$ cat src/rtl/touch_debounce_encoder.sv
// Touch pad front end: synchronises and debounces N_CH raw pad levels,
// encodes the active pad as (index + 1) and emits press, release and
// long-press pulses. Every output comes straight from a flop.
module touch_debounce_encoder #(
  parameter int N_CH       = 4,
  parameter int OUT_W      = 4,
  parameter int DB_CYCLES  = 16,
  parameter int LONG_CYC   = 1000,
  parameter int MULTI_MODE = 0
) (
  input  logic              CLK,
  input  logic              RST,
  input  logic [N_CH-1:0]   TOUCH_IN,
  output logic [OUT_W-1:0]  TOUCH_OUT,
  output logic              TOUCH_VALID,
  output logic              TOUCH_REL,
  output logic              TOUCH_LONG,
  output logic [N_CH-1:0]   TOUCH_DB
);

  // Debounce counter only has to reach DB_CYCLES-1 before the level flips.
  localparam int DB_W = (DB_CYCLES > 1) ? $clog2(DB_CYCLES) : 1;
  localparam logic [DB_W-1:0] DB_LAST = DB_W'(DB_CYCLES - 1);
  localparam logic [DB_W-1:0] DB_ONE  = DB_W'(1);

  // Hold counter saturates at LONG_CYC; a zero LONG_CYC disables long-press.
  localparam int  HOLD_W  = (LONG_CYC > 0) ? $clog2(LONG_CYC + 1) : 1;
  localparam bit  LONG_EN = (LONG_CYC > 0);
  localparam logic [HOLD_W-1:0] HOLD_MAX  = HOLD_W'(LONG_CYC);
  localparam logic [HOLD_W-1:0] HOLD_LAST = HOLD_W'((LONG_CYC > 0) ? (LONG_CYC - 1) : 0);
  localparam logic [HOLD_W-1:0] HOLD_ONE  = HOLD_W'(1);

  // Parameter sanity: the code must be able to represent every pad index + 1.
  if (N_CH < 1 || N_CH > 32) begin : g_bad_nch
    $error("touch_debounce_encoder: N_CH must be in 1..32");
  end
  if ((64'd1 << OUT_W) <= 64'(N_CH)) begin : g_bad_outw
    $error("touch_debounce_encoder: 2**OUT_W must exceed N_CH");
  end
  if (DB_CYCLES < 1) begin : g_bad_db
    $error("touch_debounce_encoder: DB_CYCLES must be >= 1");
  end

  typedef enum logic [0:0] {
    ST_IDLE   = 1'b0,
    ST_ACTIVE = 1'b1
  } state_t;

  logic [N_CH-1:0]   sync1_r;
  logic [N_CH-1:0]   sync2_r;
  logic [N_CH-1:0]   db_r;
  logic [DB_W-1:0]   db_cnt_r [N_CH];

  logic [OUT_W-1:0]  first_s;
  logic              found_s;
  logic              multi_s;
  logic [OUT_W-1:0]  code_s;

  state_t            state_r;
  state_t            state_n;
  logic [OUT_W-1:0]  out_r;
  logic [OUT_W-1:0]  out_n;
  logic [HOLD_W-1:0] hold_r;
  logic [HOLD_W-1:0] hold_n;
  logic              valid_r;
  logic              valid_n;
  logic              rel_r;
  logic              rel_n;
  logic              long_r;
  logic              long_n;

  // Two-flop synchroniser plus per-pad stability counter and debounced level.
  always_ff @(posedge CLK) begin
    if (RST) begin
      sync1_r <= '0;
      sync2_r <= '0;
      db_r    <= '0;
      for (int i = 0; i < N_CH; i++) begin
        db_cnt_r[i] <= '0;
      end
    end else begin
      sync1_r <= TOUCH_IN;
      sync2_r <= sync1_r;
      for (int i = 0; i < N_CH; i++) begin
        if (sync2_r[i] != db_r[i]) begin
          if (db_cnt_r[i] == DB_LAST) begin
            db_r[i]     <= ~db_r[i];
            db_cnt_r[i] <= '0;
          end else begin
            db_cnt_r[i] <= db_cnt_r[i] + DB_ONE;
          end
        end else begin
          db_cnt_r[i] <= '0;
        end
      end
    end
  end

  // Priority scan of the debounced pads: lowest set index, plus a multi-touch flag.
  always_comb begin
    first_s = '0;
    found_s = 1'b0;
    multi_s = 1'b0;
    for (int i = 0; i < N_CH; i++) begin
      multi_s = multi_s | (db_r[i] & found_s);
      if (db_r[i] && !found_s) begin
        first_s = OUT_W'(i + 1);
        found_s = 1'b1;
      end else begin
        first_s = first_s;
      end
    end
    if (multi_s && (MULTI_MODE == 0)) begin
      code_s = '0;
    end else begin
      code_s = first_s;
    end
  end

  // Next-state and pulse generation; pulses are exclusive by construction.
  always_comb begin
    state_n = state_r;
    out_n   = out_r;
    hold_n  = hold_r;
    valid_n = 1'b0;
    rel_n   = 1'b0;
    long_n  = 1'b0;
    case (state_r)
      ST_IDLE: begin
        if (code_s != '0) begin
          state_n = ST_ACTIVE;
          out_n   = code_s;
          valid_n = 1'b1;
          hold_n  = '0;
        end else begin
          out_n   = '0;
        end
      end
      ST_ACTIVE: begin
        if (code_s == '0) begin
          state_n = ST_IDLE;
          out_n   = '0;
          rel_n   = 1'b1;
          hold_n  = '0;
        end else if (code_s != out_r) begin
          // Direct pad change: new press event, long-press re-armed.
          out_n   = code_s;
          valid_n = 1'b1;
          hold_n  = '0;
        end else if (hold_r != HOLD_MAX) begin
          hold_n = hold_r + HOLD_ONE;
          if (LONG_EN && (hold_r == HOLD_LAST)) begin
            long_n = 1'b1;
          end else begin
            long_n = 1'b0;
          end
        end else begin
          hold_n = hold_r;
        end
      end
      default: begin
        state_n = ST_IDLE;
        out_n   = '0;
        hold_n  = '0;
      end
    endcase
  end

  // FSM state, code and pulse registers.
  always_ff @(posedge CLK) begin
    if (RST) begin
      state_r <= ST_IDLE;
      out_r   <= '0;
      hold_r  <= '0;
      valid_r <= 1'b0;
      rel_r   <= 1'b0;
      long_r  <= 1'b0;
    end else begin
      state_r <= state_n;
      out_r   <= out_n;
      hold_r  <= hold_n;
      valid_r <= valid_n;
      rel_r   <= rel_n;
      long_r  <= long_n;
    end
  end

  assign TOUCH_OUT   = out_r;
  assign TOUCH_VALID = valid_r;
  assign TOUCH_REL   = rel_r;
  assign TOUCH_LONG  = long_r;
  assign TOUCH_DB    = db_r;

endmodule

$ cat config.mk
export PLATFORM = sky130hd
export DESIGN_NAME = touch_debounce_encoder
export DESIGN_NICKNAME = d
export VERILOG_FILES = /design/src/rtl/touch_debounce_encoder.sv
export SDC_FILE = /design/constraint.sdc
export NUM_CORES = 1
export LEC_CHECK = 0
export ABC_AREA = 0
export CORE_MARGIN = 4
export CORE_UTILIZATION = 35
export DETAILED_ROUTE_END_ITERATION = 10
export GPL_TIMING_DRIVEN = 0
export SLEW_MARGIN = 10
export SYNTH_ARGS = -nofsm -noshare
export SYNTH_HDL_FRONTEND = slang
export SYNTH_SLANG_ARGS = --single-unit
$ cat constraint.sdc
create_clock -name CLK -period 1.5 [get_ports CLK]
set_input_delay 0.3 -clock CLK [delete_from_list [all_inputs] [get_ports CLK]]
set_output_delay 0.3 -clock CLK [all_outputs]
set_load 0.02 [all_outputs]
## Word level (Yosys, flattened, before mapping)

Memories as Yosys holds them, arrays and structs flattened.
Cells that the tools add are included.

| storage, ports and cells | value |
|---|---|
| register bits after elaboration | 30 |
| latch bits | 0 |
| RAM bits | 16 |
| ROM bits | 0 |
| input bits | 6 |
| output and inout bits | 11 |
| logic and storage cells | 153 |
| memories | 1 |

Memories:

| memory | words | width | read ports | clocked after Yosys merged registers in | wr ports | line | text |
|---|---|---|---|---|---|---|---|
| db_cnt_r | 4 | 4 | 4 | 0 | 4 | 52 | `logic [DB_W-1:0] db_cnt_r [N_CH];` |

| cells by class | value |
|---|---|
| add/sub/neg operators | 5 |
| $mul | 0 |
| divide/modulo/power cells | 0 |
| $lt $le $gt $ge | 0 |
| eq/ne operators | 14 |
| shifts and indexed selects | 0 |
| multiplexer cells | 83 |
| bitwise gates (word level) | 23 |
| reduce and logical (&&, ||, !) cells | 15 |

Operators with widths:

| kind | number |
|---|---|
| two-way mux 4 bit | 19 |
| two-way mux 1 bit | 56 |
| two-way mux 10 bit | 4 |
| one-hot mux 10 bit (2 select lines) | 1 |
| adder 4 x 1 -> 4 bit, second input constant | 4 |
| equality test 4 bit, second input constant | 4 |
| bitwise OR 1 bit | 14 |
| adder 10 x 1 -> 10 bit, second input constant | 1 |
| equality test 10 bit, second input constant | 1 |
| inequality test 10 bit, second input constant | 1 |
| AND reduction 2 bit | 5 |
| one-hot mux 4 bit (2 select lines) | 1 |
| NOT 1 bit | 6 |
| OR reduction 5 bit | 1 |
| zero test 4 bit | 1 |
| inequality test 1 bit | 4 |
| inequality test 4 x 1 -> 1 bit, second input constant | 1 |
| inequality test 4 bit | 1 |
| one-hot mux 1 bit (2 select lines) | 2 |
| nonzero test 4 bit | 1 |
| AND 1 bit | 3 |
| logical AND 1 bit | 3 |
| zero test 1 bit | 3 |
| inequality test 3 x 1 -> 1 bit, second input constant | 1 |
| 2 further kinds | 2 |

## Depth between registers and ports, before layout

| logic depth | value |
|---|---|
| depth after elaboration | 15 |
| mapped depth | 7 |
| depth with buffers taken out | 7 |

## Least setup slack after synthesis

OpenSTA, ideal clock, no wires.

| path | value |
|---|---|
| path type | register -> register |
| start | reg db_r[0], in the netlist TOUCH_DB[0] |
| end | reg hold_r[2] |
| setup time | 0.132 ns |
| data arrival time | 1.688 ns |
| required time | 1.368 ns |
| setup slack | -0.321 ns |
| stages on the path, launching flop included | 8 |
| path buffers | 2 |
| clock period less this slack | 1.821 ns |
| cell sequence | dfxtp_1 > buf_4 > xor2_2 > o211ai_4 > a311o_2 > buf_6 > o211ai_1 > a21oi_1 |

| between the ends | value |
|---|---|
| longest elaborated chain between the ends | 15 |
| elaborated cells on any way between the ends | 28 |
| those cells by class | eq/ne (3); mux (11); bitwise (5); reduce/logical (9) |

Ends and longest elaborated chain:

| element | line | text |
|---|---|---|
| from (decl) | 51 | `logic [N_CH-1:0] db_r;` |
| from (signal, indexed assignment) | 87 | `db_r[i] <= ~db_r[i];` |
| two-way mux 1 bit | 106 | `if (db_r[i] && !found_s) begin` |
| zero test 1 bit | 106 |  |
| logical AND 1 bit | 106 |  |
| two-way mux 1 bit | 106 |  |
| zero test 1 bit | 106 |  |
| logical AND 1 bit | 106 |  |
| two-way mux 1 bit | 106 |  |
| zero test 1 bit | 106 |  |
| logical AND 1 bit | 106 |  |
| two-way mux 4 bit | 106 |  |
| two-way mux 4 bit (*) | 113 | `if (multi_s && (MULTI_MODE == 0)) begin` |
| inequality test 4 bit | 145 | `end else if (code_s != out_r) begin` |
| two-way mux 10 bit | 145 |  |
| two-way mux 10 bit | 140 | `if (code_s == '0) begin` |
| one-hot mux 10 bit (2 select lines) | 128 | `case (state_r)` |
| to (signal assigned) | 181 | `hold_r <= hold_n;` |
| to (decl) | 63 | `logic [HOLD_W-1:0] hold_r;` |

Every way passes the cells marked *; elsewhere a longest branch is shown, timed or not.
A chain may end at the register's enable or synchronous reset.

## Final worst setup path

| path | value |
|---|---|
| start | reg db_r[1], in the netlist TOUCH_DB[1] |
| end | reg hold_r[2] |

| between the ends | value |
|---|---|
| longest elaborated chain between the ends | 13 |
| elaborated cells on any way between the ends | 25 |
| those cells by class | eq/ne (3); mux (9); bitwise (5); reduce/logical (8) |

Ends and longest elaborated chain:

| element | line |
|---|---|
| logical AND 1 bit | 106 |
| two-way mux 1 bit | 106 |
| zero test 1 bit | 106 |
| logical AND 1 bit | 106 |
| two-way mux 1 bit | 106 |
| zero test 1 bit | 106 |
| logical AND 1 bit | 106 |
| two-way mux 4 bit | 106 |
| two-way mux 4 bit (*) | 113 |
| inequality test 4 bit | 145 |
| two-way mux 10 bit | 145 |
| two-way mux 10 bit | 140 |
| one-hot mux 10 bit (2 select lines) | 128 |

Marks and branches as above.

==> summary.txt <==
worst-margin pin slew - 667 ps
Seq/Total Area, Yosys - 47.9%
Syn. warnings - 0
Area Overhead vs Synth - 25.6%
Async S/R FF share, synth - 0%
max incr delay on CP - 450 ps
Via-to-Cell Ratio - 4.73
Post-Syn Area - 2220 um^2
worst-skew pair later-pin latency - 300 ps
Commonest cells post-synth - 29 x dfxtp_1, 22 x nor2_1, 16 x edfxtp_1, 16 x nand2_1, 12 x nor2b_1
f_max - 0.592 GHz
total grt overflow - 0
placement row count - 28
Die W - 87.6 um
worst reg2reg setup slack - -190 ps
Final Critical Period - 1690 ps
Clock transition at path regs - 90 ps
Chip Height - 87.6 um
LEAKAGE - 1.13 nW
Hold Crit Depth - 1
CTS buffer count - 5
setup violators final - 21
cell area after layout - 2780 um^2
R2R Path Start - TOUCH_DB[1]
CTS sink cnt - 45
Post-synth EDFFs - 16
reg2reg path depth - 7
Period Utilization, post-route - 113%
Placer Congestion - 0.757
Worst Hold Class - reg2reg
Critical Path RT - 1670 ps
Initial Util - 36.8%
RSZ-0062 raised after global routing - true
PD cells - 772 nW/um^2
r2r endpoint - hold_r[2]
Ports - 17
dpl ws - -284 ps
syn_area_per_cell - 10.3 um^2
max cap viols - 0
GRT Overall Usage - 11.4%
first-pass GRT wire length - 6.73 mm
hold_sp - sync1_r[0]
DR iter-0 viols - 70
Core Area - 6030 um^2
CP startpoint kind - register
most frequent cell after synthesis - dfxtp_1
fin. max-slew vios - 0
root buffer cell - clkbuf_8
Max-slew headroom - 55.6%
Worst Setup Path Type - reg2reg
Slowest-stage cell, CP - a311o_2
Primary FF master, synth - dfxtp_1
Netlist cell types - 47
post-synth top area cell - dfxtp_1
area share of the largest cell type after synthesis - 26.2%
Worst setup EP type - register
Final Hold Viols - 0
post-route ant nets - 0
#FFs+latches synth - 45
Area contributors post-synth - dfxtp_1 26%, edfxtp_1 22%, xnor2_1 4.0%
Peak VDD IR - 0.510 mV
run status - finished, violations left
HPWL Detailed - 2.71 mm
CTS Hold Bufs - 0
Die Footprint - 7670 um^2
Post-Syn Instances - 215
cell breakdown of the critical path - buf_12 -> o21ai_4 -> o211ai_4 -> a311o_2 -> buf_6 -> o211ai_1 -> a21oi_1
failing checks - setup timing
initial antenna violation count - 0
Pwr Total - 0.00215 W
Vias - 1619
Critical Path AT - 1850 ps
CTS tree - yes
DRC - 0
vias in the first global route - 1465
Routed WL - 3.92 mm
First-pass DRT Iterations - 4
antenna cells - 0
CTS H-tree lvls - 2
final worst slack - -188 ps
placed cell area - 2550 um^2
Worst Skew - 7.45 ps
WP buf/inv - 2
deepest clock path buffer count - 2
CP delay by family, top - compound AO/OA/AOI/OAI gates
Port-buffer cells - 14
fraction of layout cells with a size suffix above 1 - 17.6%
Hold Path Sink - sync2_r[0]
worst-path fanout max - 9
Avg WL per Cell - 11.4 um
largest net degree at the start of global routing - 15
final net count - 278
flip-flops by register name, indices dropped and copies added, names as in the netlist:
| register | flops |
|---|---|
| db_cnt_r | 16 |
| hold_r | 10 |
| TOUCH_DB | 4 |
| sync1_r | 4 |
| sync2_r | 4 |
| TOUCH_OUT | 3 |
| TOUCH_LONG | 1 |
| TOUCH_REL | 1 |
| TOUCH_VALID | 1 |
| state_r | 1 |
metal layers:
| metal | part of all wire [%] | track usage, % | vias up | wire length (um) |
|---|---|---|---|---|
| li1 | - | - | 835 | - |
| met3 | 3.5 | 3.10 | 5 | 136 |
| met2 | 45 | 17.0 | 18 | 1760 |
| met1 | 50 | 15.5 | 761 | 1950 |
| met4 | 1.8 | 5.02 | 0 | 70 |
| met5 | 0 | 0 | - | 0 |
layout make-up:
cell class              count  area [um^2]
flip-flops and latches     45         1070
repair buffers             29          244
well taps                  75         93.8
clock inverters             2         15.0
multi-input cells         165         1160
plain buffers               9         85.1
inverters                  11         41.3
fillers                   614         3240
clock buffers               6         72.6
timing repair:
| action | in CTS | in global routing |
|---|---|---|
| pin swaps | 7 | 10 |
| cloned | 1 | 0 |
| buffers inserted | 10 | 4 |
| gates resized for setup | 14 | 8 |
| setup endpoints to repair | 34 | 25 |
worst max path at each step:
stage	from	endpoint	slack (ps)	cells past startpoint
2_1_floorplan	TOUCH_DB[0]	hold_r[2]	-170	7
3_3_place_gp	TOUCH_DB[0]	TOUCH_LONG	-280	6
3_5_place_dp	TOUCH_DB[0]	hold_r[9]	-280	6
4_1_cts	TOUCH_DB[0]	hold_r[2]	-210	7
5_1_grt	TOUCH_DB[1]	hold_r[1]	-280	7
6_report	TOUCH_DB[1]	hold_r[2]	-190	7
worst reg2reg max path: stages, from the launching register on:
cell,delay [ps]
dfxtp_4,360
buf_12,140
o21ai_4,180
o211ai_4,100
a311o_2,450
buf_6,160
o211ai_1,90
a21oi_1,80
layout by cell type, fill, tap and decap left out, types with 4 or more instances in the layout:
cell / netlist / routed
conb_1: 2 / 17
clkbuf_1: 4 / 5
nor2_1: 22 / 22
xor2_1: 7 / 7
and3_1: 9 / 9
xnor2_1: 10 / 10
nor3_1: 4 / 4
ha_1: 6 / 6
nor2b_1: 12 / 12
inv_1: 10 / 10
edfxtp_1: 16 / 16
clkdlybuf4s50_1: 0 / 4
nand4_1: 4 / 4
dlygate4sd2_1: 0 / 10
mux2i_1: 6 / 6
buf_4: 2 / 15
clkbuf_8: 0 / 5
o211ai_1: 4 / 4
dfxtp_1: 29 / 25
nand2_1: 16 / 16
nand3_1: 11 / 10
cells by family after synthesis:
logic type,synth area share [%]
AO/OA/AOI/OAI,7.62
other,0.339
XOR/XNOR,7.45
flip-flops,47.9
multiplexers,2.71
AND/OR/NAND/NOR,25.9
adder cells (fa/ha/maj),3.39
buffers and inverters,4.74
metrics by stage:
step                      util, %  hold WS, ps  std cells  TNS, ps
final                        46.2          441        342    -1890
after global routing         46.2          467        342    -3950
after CTS                    45.3          447        338    -2410
after detailed placement     42.4          425        319    -3790
after global placement       42.4          417        319    -4340
after floorplan                 -          414        230    -1420
power breakdown:
part           switching, W  internal, W
combinational     0.0000590    0.0000509
clock              0.000408     0.000328
sequential        0.0000166      0.00129
Note: power is estimated with default switching activity, not from simulation.
